--- config.mk ---
export PLATFORM = sky130hd
export DESIGN_NAME = prefetch_unit
export DESIGN_NICKNAME = d
export VERILOG_FILES = /design/src/rtl/prefetch_pkg.sv /design/src/rtl/prefetch_byte_queue.sv /design/src/rtl/prefetch_unit.sv
export SDC_FILE = /design/constraint.sdc
export NUM_CORES = 1
export LEC_CHECK = 0
export ABC_AREA = 0
export BUFFER_PORTS_ARGS = -buffer_cell sky130_fd_sc_hd__buf_4
export CELL_PAD_IN_SITES_DETAIL_PLACEMENT = 1
export CELL_PAD_IN_SITES_GLOBAL_PLACEMENT = 2
export CORE_MARGIN = 2
export CORE_UTILIZATION = 36
export DETAILED_ROUTE_END_ITERATION = 16
export GPL_ROUTABILITY_DRIVEN = 0
export PLACE_DENSITY = 0.71
export SKIP_LAST_GASP = 1
export SLEW_MARGIN = 20
export SYNTH_ARGS = -nofsm -noshare
export SYNTH_HDL_FRONTEND = slang
export SYNTH_HIERARCHICAL = 1
export SYNTH_SLANG_ARGS = --single-unit
--- constraint.sdc ---
create_clock -name i_clock -period 6.08 [get_ports i_clock]
set_clock_uncertainty 0.2 [all_clocks]
set_input_delay 0 -clock i_clock [delete_from_list [all_inputs] [get_ports i_clock]]
set_output_delay 0 -clock i_clock [all_outputs]
set_load 0.05 [all_outputs]
--- src/rtl/prefetch_pkg.sv ---
// Shared types and constants for the instruction prefetch unit and its byte queue.
package prefetch_pkg;

  localparam int unsigned WORD_BYTES = 4;

  typedef enum logic [1:0] {
    S_IDLE,
    S_REQ,
    S_DROP
  } fetch_state_e;

endpackage

--- src/rtl/prefetch_byte_queue.sv ---
// Circular byte store: appends bytes skip..3 of a fetched word, pops 0-4 head bytes per cycle
// and presents a zero-padded 4-byte head window.
module prefetch_byte_queue
  import prefetch_pkg::*;
#(
  parameter int unsigned Depth = 16,
  localparam int unsigned PtrW = $clog2(Depth),
  localparam int unsigned CntW = PtrW + 1
) (
  input  logic            clk_i,
  input  logic            rst_i,
  input  logic            clear_i,
  input  logic            wr_en_i,
  input  logic [1:0]      wr_skip_i,
  input  logic [31:0]     wr_data_i,
  input  logic [2:0]      pop_count_i,
  output logic [CntW-1:0] count_o,
  output logic [31:0]     data_o
);

  logic [7:0]      mem_q [Depth];
  logic [PtrW-1:0] head_q, head_d;
  logic [PtrW-1:0] tail_q, tail_d;
  logic [CntW-1:0] count_q, count_d;
  logic [CntW-1:0] wr_num;
  logic [CntW-1:0] pop_num;
  logic [PtrW-1:0] wr_addr [WORD_BYTES];

  always_comb begin
    wr_num  = wr_en_i ? CntW'(WORD_BYTES - 32'(wr_skip_i)) : '0;
    pop_num = CntW'(pop_count_i);
    if (clear_i) begin
      head_d  = '0;
      tail_d  = '0;
      count_d = '0;
    end else begin
      head_d  = head_q + PtrW'(pop_num);
      tail_d  = tail_q + PtrW'(wr_num);
      count_d = count_q + wr_num - pop_num;
    end
  end

  // Byte i of the word lands i-skip slots past the tail; skipped bytes are never written.
  always_comb begin
    for (int i = 0; i < WORD_BYTES; i++) begin
      wr_addr[i] = tail_q + PtrW'(i) - PtrW'(wr_skip_i);
    end
  end

  always_ff @(posedge clk_i or posedge rst_i) begin
    if (rst_i) begin
      head_q  <= '0;
      tail_q  <= '0;
      count_q <= '0;
    end else begin
      head_q  <= head_d;
      tail_q  <= tail_d;
      count_q <= count_d;
    end
  end

  always_ff @(posedge clk_i) begin
    if (wr_en_i && !clear_i) begin
      for (int i = 0; i < WORD_BYTES; i++) begin
        if (i >= int'(wr_skip_i)) begin
          mem_q[wr_addr[i]] <= wr_data_i[8*i +: 8];
        end
      end
    end
  end

  // Slots beyond the valid count read as zero, so stale storage never leaks out.
  always_comb begin
    data_o = '0;
    for (int i = 0; i < WORD_BYTES; i++) begin
      if (CntW'(i) < count_q) begin
        data_o[8*i +: 8] = mem_q[head_q + PtrW'(i)];
      end
    end
  end

  assign count_o = count_q;

endmodule

--- src/rtl/prefetch_unit.sv ---
// Instruction prefetch queue: issues aligned 32-bit code fetches, buffers the returned bytes
// and redirects on flush without ever withdrawing a bus request mid-handshake.
module prefetch_unit
  import prefetch_pkg::*;
#(
  parameter int unsigned QUEUE_BYTES   = 16,
  parameter logic [31:0] RESET_ADDRESS = 32'hFFFF_FFF0,
  localparam int unsigned CntW = $clog2(QUEUE_BYTES) + 1
) (
  input  logic            i_clock,
  input  logic            i_reset,
  output logic            o_code_vaild,
  input  logic            i_code_ready,
  output logic [31:0]     o_code_address,
  input  logic [31:0]     i_code_data_read,
  input  logic            i_flush,
  input  logic [31:0]     i_flush_address,
  output logic [31:0]     o_queue_data,
  output logic [CntW-1:0] o_queue_count,
  output logic [31:0]     o_head_address,
  input  logic [2:0]      i_consume_count
);

  localparam logic [31:0] ResetFetch = {RESET_ADDRESS[31:2], 2'b00};

  fetch_state_e    state_q, state_d;
  logic            vaild_q, vaild_d;
  logic [31:0]     bus_addr_q, bus_addr_d;
  logic [31:0]     fetch_addr_q, fetch_addr_d;
  logic [1:0]      skip_q, skip_d;
  logic [31:0]     head_addr_q, head_addr_d;
  logic            q_wr_en;
  logic            q_clear;
  logic [2:0]      q_pop;
  logic [CntW-1:0] queue_count;
  logic            space_ok;

  prefetch_byte_queue #(
    .Depth (QUEUE_BYTES)
  ) u_queue (
    .clk_i       (i_clock),
    .rst_i       (i_reset),
    .clear_i     (q_clear),
    .wr_en_i     (q_wr_en),
    .wr_skip_i   (skip_q),
    .wr_data_i   (i_code_data_read),
    .pop_count_i (q_pop),
    .count_o     (queue_count),
    .data_o      (o_queue_data)
  );

  // Only issue when a whole word is guaranteed to fit, even with zero consumption meanwhile.
  assign space_ok = (CntW'(QUEUE_BYTES) - queue_count) >= CntW'(WORD_BYTES);

  always_ff @(posedge i_clock or posedge i_reset) begin
    if (i_reset) begin
      state_q <= S_IDLE;
    end else begin
      state_q <= state_d;
    end
  end

  always_comb begin
    state_d = state_q;
    unique case (state_q)
      S_IDLE: begin
        if (!i_flush && space_ok) state_d = S_REQ;
      end
      S_REQ: begin
        if (i_code_ready) state_d = S_IDLE;
        else if (i_flush) state_d = S_DROP;
      end
      S_DROP: begin
        if (i_code_ready) state_d = S_IDLE;
      end
      default: state_d = S_IDLE;
    endcase
  end

  always_comb begin
    vaild_d    = (state_d != S_IDLE);
    bus_addr_d = bus_addr_q;
    if (state_q == S_IDLE && state_d == S_REQ) bus_addr_d = fetch_addr_q;

    // A flush in the return cycle wins: the word belongs to the abandoned stream.
    q_wr_en = (state_q == S_REQ) && i_code_ready && !i_flush;
    q_clear = i_flush;
    q_pop   = i_flush ? 3'd0 : i_consume_count;

    fetch_addr_d = fetch_addr_q;
    skip_d       = skip_q;
    head_addr_d  = head_addr_q + 32'(q_pop);
    if (q_wr_en) begin
      fetch_addr_d = fetch_addr_q + 32'(WORD_BYTES);
      skip_d       = 2'd0;
    end
    if (i_flush) begin
      fetch_addr_d = {i_flush_address[31:2], 2'b00};
      skip_d       = i_flush_address[1:0];
      head_addr_d  = i_flush_address;
    end
  end

  always_ff @(posedge i_clock or posedge i_reset) begin
    if (i_reset) begin
      vaild_q      <= 1'b0;
      bus_addr_q   <= ResetFetch;
      fetch_addr_q <= ResetFetch;
      skip_q       <= RESET_ADDRESS[1:0];
      head_addr_q  <= RESET_ADDRESS;
    end else begin
      vaild_q      <= vaild_d;
      bus_addr_q   <= bus_addr_d;
      fetch_addr_q <= fetch_addr_d;
      skip_q       <= skip_d;
      head_addr_q  <= head_addr_d;
    end
  end

  assign o_code_vaild   = vaild_q;
  assign o_code_address = bus_addr_q;
  assign o_queue_count  = queue_count;
  assign o_head_address = head_addr_q;

endmodule

==> impl_results.md, run 1 <==
* PostCTS Resize Cnt at 0
* Kind of start point of the critical path: flip-flop
* H-tree Lvls at 1
* Layout cell share with drive strength beyond 1 at 28.22%
* RSZ-0062 raised after global routing: no
* Final hold vios at 0
* HP Class: primary input to flip-flop
* CP max FO at 26
* Floorplan Core Area at 54030 um^2
* Pins Over Slew Limit at 0
* Commonest non-fill, non-tap cell in the layout: buf_4
* Leak Pwr at 0.007990 uW
* Non-filler instance count after layout at 2756
* Filler cells at 5869
* Total grt overflow at 0
* Flop-to-flop setup slack at 0.72 ns
* Ys Warns at 6
* Post-route design area at 23570 um^2
* CTS tree: done
* Setup crit end: u_queue/mem_q[5][2]$_DFFE_PP_
* Seq cells post-synth at 238
* Internal power at 4225 uW
* WP data arrival at 5.48 ns
* Wire per inst at 33.71 um
* Post-synthesis mux area share at 18.51%
* Fin util at 43.63%
* First drt pass iteration count at 6
* Total track usage at 32.06%
* Antenna-violating nets left at 0
* Synthesis-to-finish area growth at 19.51%
* Worst reg2reg path startpoint: skip_q[0]$_DFFE_PP0N_
* Fmax at 186.4 MHz
* I/O Pins at 173
* Placed cell count at 2602
* Xor/xnor share of the synthesized area at 1.910%
* Seq pwr share at 29.2%
* First-pass GRT wire length at 135000 um
* Synth Flop Type: edfxtp_1
* CP endpoint kind: flip-flop
* Final net count at 2148
* WP data required at 6.20 ns
* Reg2reg path depth at 9
* DR iter-0 viols at 2608
* Post-Synth Adder-Cell Area at 2.982%
* Starting density of the core at 36.51%
* Largest family of logic cells by synthesized area: compound AO/OA/AOI/OAI gates
* Comb power frac at 45.2%
* HPWL after DPL at 67310 um
* Synthesized area at 19720 um^2
* P_sw at 3261 uW
* Worst ir drop on vdd at 0.2978 mV
* Row count at 85
* Largest net degree at the start of global routing at 91
* Max-slew headroom at 19.26%
* Setup crit start: skip_q[0]$_DFFE_PP0N_
* Power Density at 317.6 nW/um^2
* Post-synthesis simple-gate area fraction at 18.42%
* Clk root buf: clkbuf_16
* Worst-path clk slew at 0.06 ns
* R2R Path End: u_queue/mem_q[5][2]$_DFFE_PP_
* Buffers added on ports at 170
* Post-synth EDFFs at 128
* Number of global-route vias before repair at 19300
* Drt total wl at 92920 um
* Routed via count at 19500
* Worst slew pin tran at 1.210 ns
* Syn Area/Cell at 10.55 um^2
* Hold slack at 0.005338 ns
* Max_cap viols at 0
* Initial antenna violation count at 7
* DRC viols at 0
* Final period util at 88.23%
* Fin Setup TNS at 0 ns
* Clock latency on the worst-skew pair at 0.60 ns
* Netlist cell types at 87
* Ys async rst share at 46.22%
* Compound-Gate Fraction of Synth Area at 19.08%
* Status: finished, final reports clean
* Register area share after synthesis at 33.98%
* Die width at 238.1 um
* Die footprint at 56670 um^2
* Vias per Instance at 7.075
* Clock power frac at 25.6%
* Placed Area at 21540 um^2
* Clock net sink count at 238
* Crit path kind: flip-flop to flip-flop
* TritonCTS buffer count at 29
* Period minus WS final at 5.365 ns
* Die extent in y at 238.1 um
* Switching part of the total at 43.56%
* Max Root-Sink Buffers at 3
* Most frequent cells in the layout: 222 x buf_4, 128 x edfxtp_1, 126 x nand2_1
* Setup Viol. Count Final at 0
* Mapped Cells at 1869
[per-layer routing]
| layer | up-vias | GRT usage (%) | wire length [um] |
|---|---|---|---|
| li1 | 8045 | - | - |
| met1 | 9912 | 44.50 | 37830 |
| met2 | 1258 | 47.91 | 40010 |
| met3 | 281 | 8.191 | 10800 |
| met4 | 4 | 12.58 | 4258 |
| met5 | - | 0 | 27 |
[flip-flops by register name (all words and copies together) (netlist names)]
register / cells
o_head_address: 32
fetch_addr_q: 30
u_queue/count_o: 5
state_q: 2
o_code_address: 30
skip_q: 2
u_queue/tail_q: 4
o_code_vaild: 1
u_queue/head_q: 4
u_queue/mem_q: 128
[critical path, stage by stage (launching register included)]
cell and delay (ns):
dfrtp_1 0.46, inv_1 0.10, ha_1 0.66, buf_4 0.39
inv_1 0.63, nand2_1 0.83, o32ai_1 0.51, dlygate4sd3_1 0.60
a31oi_1 0.06, dlygate4sd3_1 0.61
[worst min-delay path by stage]
stage                        startpoint  cells after the start  slack, ns                      endpoint
global route        i_flush_address[10]                      4      0.008  o_head_address[10]$_DFF_PP1_
global placement                i_reset                      2      -0.14   o_head_address[0]$_DFF_PP0_
detailed placement              i_reset                      2      -0.14   o_head_address[0]$_DFF_PP0_
floorplan                       i_reset                      1      -0.32  u_queue/count_o[0]$_DFF_PP0_
finish              i_flush_address[10]                      4      0.005  o_head_address[10]$_DFF_PP1_
CTS                 i_flush_address[10]                      4      0.002  o_head_address[10]$_DFF_PP1_
[synthesized netlist by cell type (all sizes together) (10+ instances only)]
| cell type | count | area [um^2] |
|---|---|---|
| nand3 | 85 | 430.4 |
| nor4 | 27 | 397.9 |
| nor2b | 35 | 219.0 |
| a21o | 12 | 90.09 |
| o31ai | 30 | 225.2 |
| and4 | 11 | 96.34 |
| a31oi | 43 | 269.0 |
| dfstp | 84 | 2207 |
| nand4 | 49 | 325.3 |
| a221oi | 91 | 797.0 |
| a32oi | 28 | 245.2 |
| xnor2 | 23 | 201.4 |
| mux2i | 43 | 430.4 |
| nor3 | 106 | 555.5 |
| nand3b | 16 | 120.1 |
| a211oi | 37 | 277.8 |
| edfxtp | 128 | 3844 |
| ha | 31 | 387.9 |
| mux4 | 122 | 2748 |
| a311oi | 10 | 87.58 |
| a21oi | 31 | 155.2 |
| or4 | 15 | 113.9 |
| o22ai | 21 | 131.4 |
| o31a | 15 | 131.4 |
| nand2 | 127 | 479.2 |
| inv | 42 | 157.7 |
| clkbuf | 87 | 329.1 |
| nor2 | 67 | 256.5 |
| mux2 | 42 | 473.0 |
| o32ai | 83 | 727.0 |
| fa | 10 | 200.2 |
| buf | 100 | 508.0 |
| o21ai | 40 | 200.2 |
| and3 | 42 | 264.0 |
| dfrtp | 26 | 650.6 |
[repair_timing]
action                    in CTS  in global routing
hold endpoints to repair     256                  0
buffers inserted               0                  0
hold buffers                  99                  0
[layout make-up]
| class | count | area, um^2 | share of cell area, % |
|---|---|---|---|
| multi-input combinational | 1400 | 12110 | 51.36 |
| sequential | 238 | 6708 | 28.46 |
| antenna | 1 | 2.502 | 0.01062 |
| tap | 696 | 870.8 | 3.694 |
| clock inverter | 24 | 306.5 | 1.300 |
| inverter | 45 | 171.4 | 0.7272 |
| clock buffer | 30 | 729.5 | 3.095 |
| timing repair buffer | 322 | 2678 | 11.36 |
[through the flow]
step                      total power (uW)  setup slack, ns
final                                 7487           0.7154
after global routing                  7755           0.5734
after CTS                             7497           0.8691
after detailed placement              5517            1.411
after global placement                5467            1.543
after floorplan                       4441            1.885
[power groups by stage]
stage | Sequential [uW] | Clock (uW) | Combinational (uW)
global placement | 2200 | 0 | 3260
detailed placement | 2210 | 0 | 3310
global route | 2220 | 2000 | 3530
floorplan | 2630 | 0 | 1810
CTS | 2180 | 1950 | 3370
finish | 2180 | 1920 | 3390
[cell families after synthesis]
logic type,after synthesis
AOI/OAI and AO/OA,489
xor gates and xnor gates,36
adders and majority gates,41
buffers and inverters,232
DFF,238
muxes,207
other,1
and+or+nand+nor,625
(Power assumes the default switching activity.)
==> run 2: changes to the inputs <==
--- a/config.mk
+++ b/config.mk
@@ -13,7 +13,7 @@
 export CORE_UTILIZATION = 36
 export DETAILED_ROUTE_END_ITERATION = 16
 export GPL_ROUTABILITY_DRIVEN = 0
-export PLACE_DENSITY = 0.71
+export PLACE_DENSITY_LB_ADDON = 0.1
 export SKIP_LAST_GASP = 1
 export SLEW_MARGIN = 20
 export SYNTH_ARGS = -nofsm -noshare
==> run 2 against run 1 <==
Against the previous run: combinational power down 3%; routed wire length up 0.60%; clock power up 7%; critical path depth up 2; final cell count down 0.22%; largest cell class unchanged; largest power group unchanged.
==> impl_results.md, run 2 (synthesis gave the netlist of run 1 again) <==
* Status: finished, final reports clean (unchanged)
* Routed via count at 19550 (was 19500)
* First-pass GRT wire length at 136700 um (was 135000 um)
* CP endpoint kind: flip-flop (unchanged)
* Floorplan Core Area at 54030 um^2 (unchanged)
* GR Util met1 at 47.90% (was 44.50%)
* Worst Path Buf+Inv at 5 (unchanged)
* CP max FO at 19 (was 26)
* Vias per Instance at 7.110 (was 7.075)
* Layout cell share with drive strength beyond 1 at 27.95% (was 28.22%)
* Buffers added on ports at 170 (unchanged)
* Leak Pwr at 0.007993 uW (was 0.007990 uW)
* RSZ-0062 raised after global routing: no (unchanged)
* Period minus WS final at 5.480 ns (was 5.365 ns)
* Kind of start point of the critical path: flip-flop (unchanged)
* Global Route met3 Usage at 8.387% (was 8.191%)
* Max_cap viols at 0 (unchanged)
* Fmax at 182.5 MHz (was 186.4 MHz)
* Die extent in y at 238.1 um (unchanged)
* First drt pass iteration count at 6 (unchanged)
* Die width at 238.1 um (unchanged)
* Placed cell count at 2593 (was 2602)
* Number of diodes at 0 (was 1)
* Initial antenna violation count at 1 (was 7)
* Drt total wl at 93480 um (was 92920 um)
* H-tree Lvls at 1 (unchanged)
* WP data arrival at 5.74 ns (was 5.48 ns)
* Pins Over Slew Limit at 0 (unchanged)
* Most used cell, CP: inv_1
* Total track usage at 32.61% (was 32.06%)
* Crit path kind: flip-flop to flip-flop (unchanged)
* Max-slew headroom at 19.06% (was 19.26%)
* Most frequent cells in the layout: 214 x buf_4, 128 x edfxtp_1, 124 x nand2_1 (was 222 x buf_4, 128 x edfxtp_1, 126 x nand2_1)
* Max Root-Sink Buffers at 3 (unchanged)
* PostCTS Resize Cnt at 0 (unchanged)
* Die footprint at 56670 um^2 (unchanged)
* Number of global-route vias before repair at 19100 (was 19300)
* Max FFs per register at 128 (unchanged)
* DRC viols at 0 (unchanged)
* Worst ir drop on vdd at 0.2387 mV (was 0.2978 mV)
* WP data required at 6.34 ns (was 6.20 ns)
* Largest net degree at the start of global routing at 74 (was 91)
* Fin Setup TNS at 0 ns (unchanged)
* Met2 usage at 47.05% (was 47.91%)
* CP cell instances: inv_1 -> ha_1 -> ha_1 -> inv_1 -> fa_1 -> inv_1 -> nor3_1 -> a32oi_1 -> dlygate4sd3_1 -> o21ai_0 -> dlygate4sd3_1 (was inv_1 -> ha_1 -> buf_4 -> inv_1 -> nand2_1 -> o32ai_1 -> dlygate4sd3_1 -> a31oi_1 -> dlygate4sd3_1)
* Synthesis-to-finish area growth at 19.65% (was 19.51%)
* Wire per inst at 33.99 um (was 33.71 um)
* Setup ws final at 0.6002 ns (was 0.7154 ns)
* Non-filler instance count after layout at 2750 (was 2756)
* CP top delay family: buffers and inverters (unchanged)
* Setup Viol. Count Final at 0 (unchanged)
* Commonest non-fill, non-tap cell in the layout: buf_4 (unchanged)
* Worst-path clk slew at 0.06 ns (about the same)
* CTS tree: done (unchanged)
* Row count at 85 (unchanged)
* GR peak layer: met1 (was met2)
* Clock net sink count at 238 (unchanged)
* Final net count at 2142 (was 2148)
* Slowest stage delay, CP at 1.04 ns (was 0.83 ns)
* Hold slack at 0.02464 ns (was 0.005338 ns)
* TritonCTS buffer count at 31 (was 29)
* Power Density at 320.0 nW/um^2 (was 317.6 nW/um^2)
* HPWL after DPL at 67870 um (was 67310 um)
* Final period util at 90.13% (was 88.23%)
* Pwr Total at 7552 uW (was 7487 uW)
* Starting density of the core at 36.51% (unchanged)
* Clk root buf: clkbuf_16 (unchanged)
* Post-CTS Setup Bufs at 0 (unchanged)
* Worst slew pin tran at 1.211 ns (was 1.210 ns)
* Antenna-violating nets left at 0 (unchanged)
* Total grt overflow at 0 (unchanged)
* Crit-path slowest cell: fa_1 (was nand2_1)
* Post-Place Worst Slack at 1.406 ns (was 1.411 ns)
* Clock latency on the worst-skew pair at 0.61 ns (was 0.60 ns)
* Final hold vios at 0 (unchanged)
* HP Class: primary input to async pin (was primary input to flip-flop)
* DR iter-0 viols at 2526 (was 2608)
* I/O Pins at 173 (unchanged)
-- run 2: changes by cell type in the layout (fill, tap and decap cells not counted), sizes merged --
cell         before  now
diode             1    0
inv              45   44
clkbuf           30   41
dlygate4sd3      99  100
buf             223  214
clkinv           16   10
clkinvlp          2    1
-- run 2: metrics by stage --
step | utilization, % | cell area (um^2)
5_1_grt | 43.68 | 23600
3_5_place_dp | 39.71 | 21450
4_1_cts | 43.64 | 23580
3_3_place_gp | 39.69 | 21440
6_report | 43.68 | 23600
2_1_floorplan | - | 19730
-- run 2: area by class of cell --
type / count / area, um^2
inverters: 45 / 171.4
fillers: 5899 / 30430
repair buffers: 314 / 2608
clock buffers: 41 / 873.3
well taps: 696 / 870.8
clock inverters: 16 / 249.0
flip-flops and latches: 238 / 6708
multi-input cells: 1400 / 12120
-- run 2: metal layers --
layer | wire, um | part of all wire [%]
met1 | 40210 | 43
met2 | 39360 | 42
met3 | 10740 | 11
met4 | 3163 | 3.4
met5 | 0 | 0
-- run 2: report_power, final --
group / switching, uW / internal [uW] / total [uW]
Combinational: 2210 / 1090 / 3300
Clock: 789 / 1260 / 2050
Sequential: 213 / 1990 / 2200
-- run 2: path summary, 6_finish.rpt --
| kind | startpoint | end | slack (ns) | cells past startpoint |
|---|---|---|---|---|
| worst max-delay path | skip_q[1]$_DFFE_PP0N_ | u_queue/mem_q[3][7]$_DFFE_PP_ | 0.60 | 11 |
| worst min-delay path | i_reset | o_head_address[27]$_DFF_PP1_ | 0.02 | 3 |
| worst max register to register | skip_q[1]$_DFFE_PP0N_ | u_queue/mem_q[3][7]$_DFFE_PP_ | 0.60 | 11 |
| worst min register to register | o_code_address[3]$_DFFE_PP0P_ | o_code_address[3]$_DFFE_PP0P_ | 0.31 | 1 |
| max in group asynchronous | i_reset | fetch_addr_q[2]$_DFFE_PP0N_ | 4.61 | 4 |
| min in group i_clock | i_flush_address[6] | o_head_address[6]$_DFF_PP1_ | 0.03 | 3 |
-- run 2: worst min-delay path, stage by stage --
cell	delay, ns
dlygate4sd3_1	0.55
buf_4	0.16
inv_4	0.25
-- run 2: repair_timing --
| action | CTS | global route |
|---|---|---|
| hold buffers | 100 | 0 |
| setup endpoints to repair | 0 | 0 |
| hold endpoints to repair | 254 | 0 |
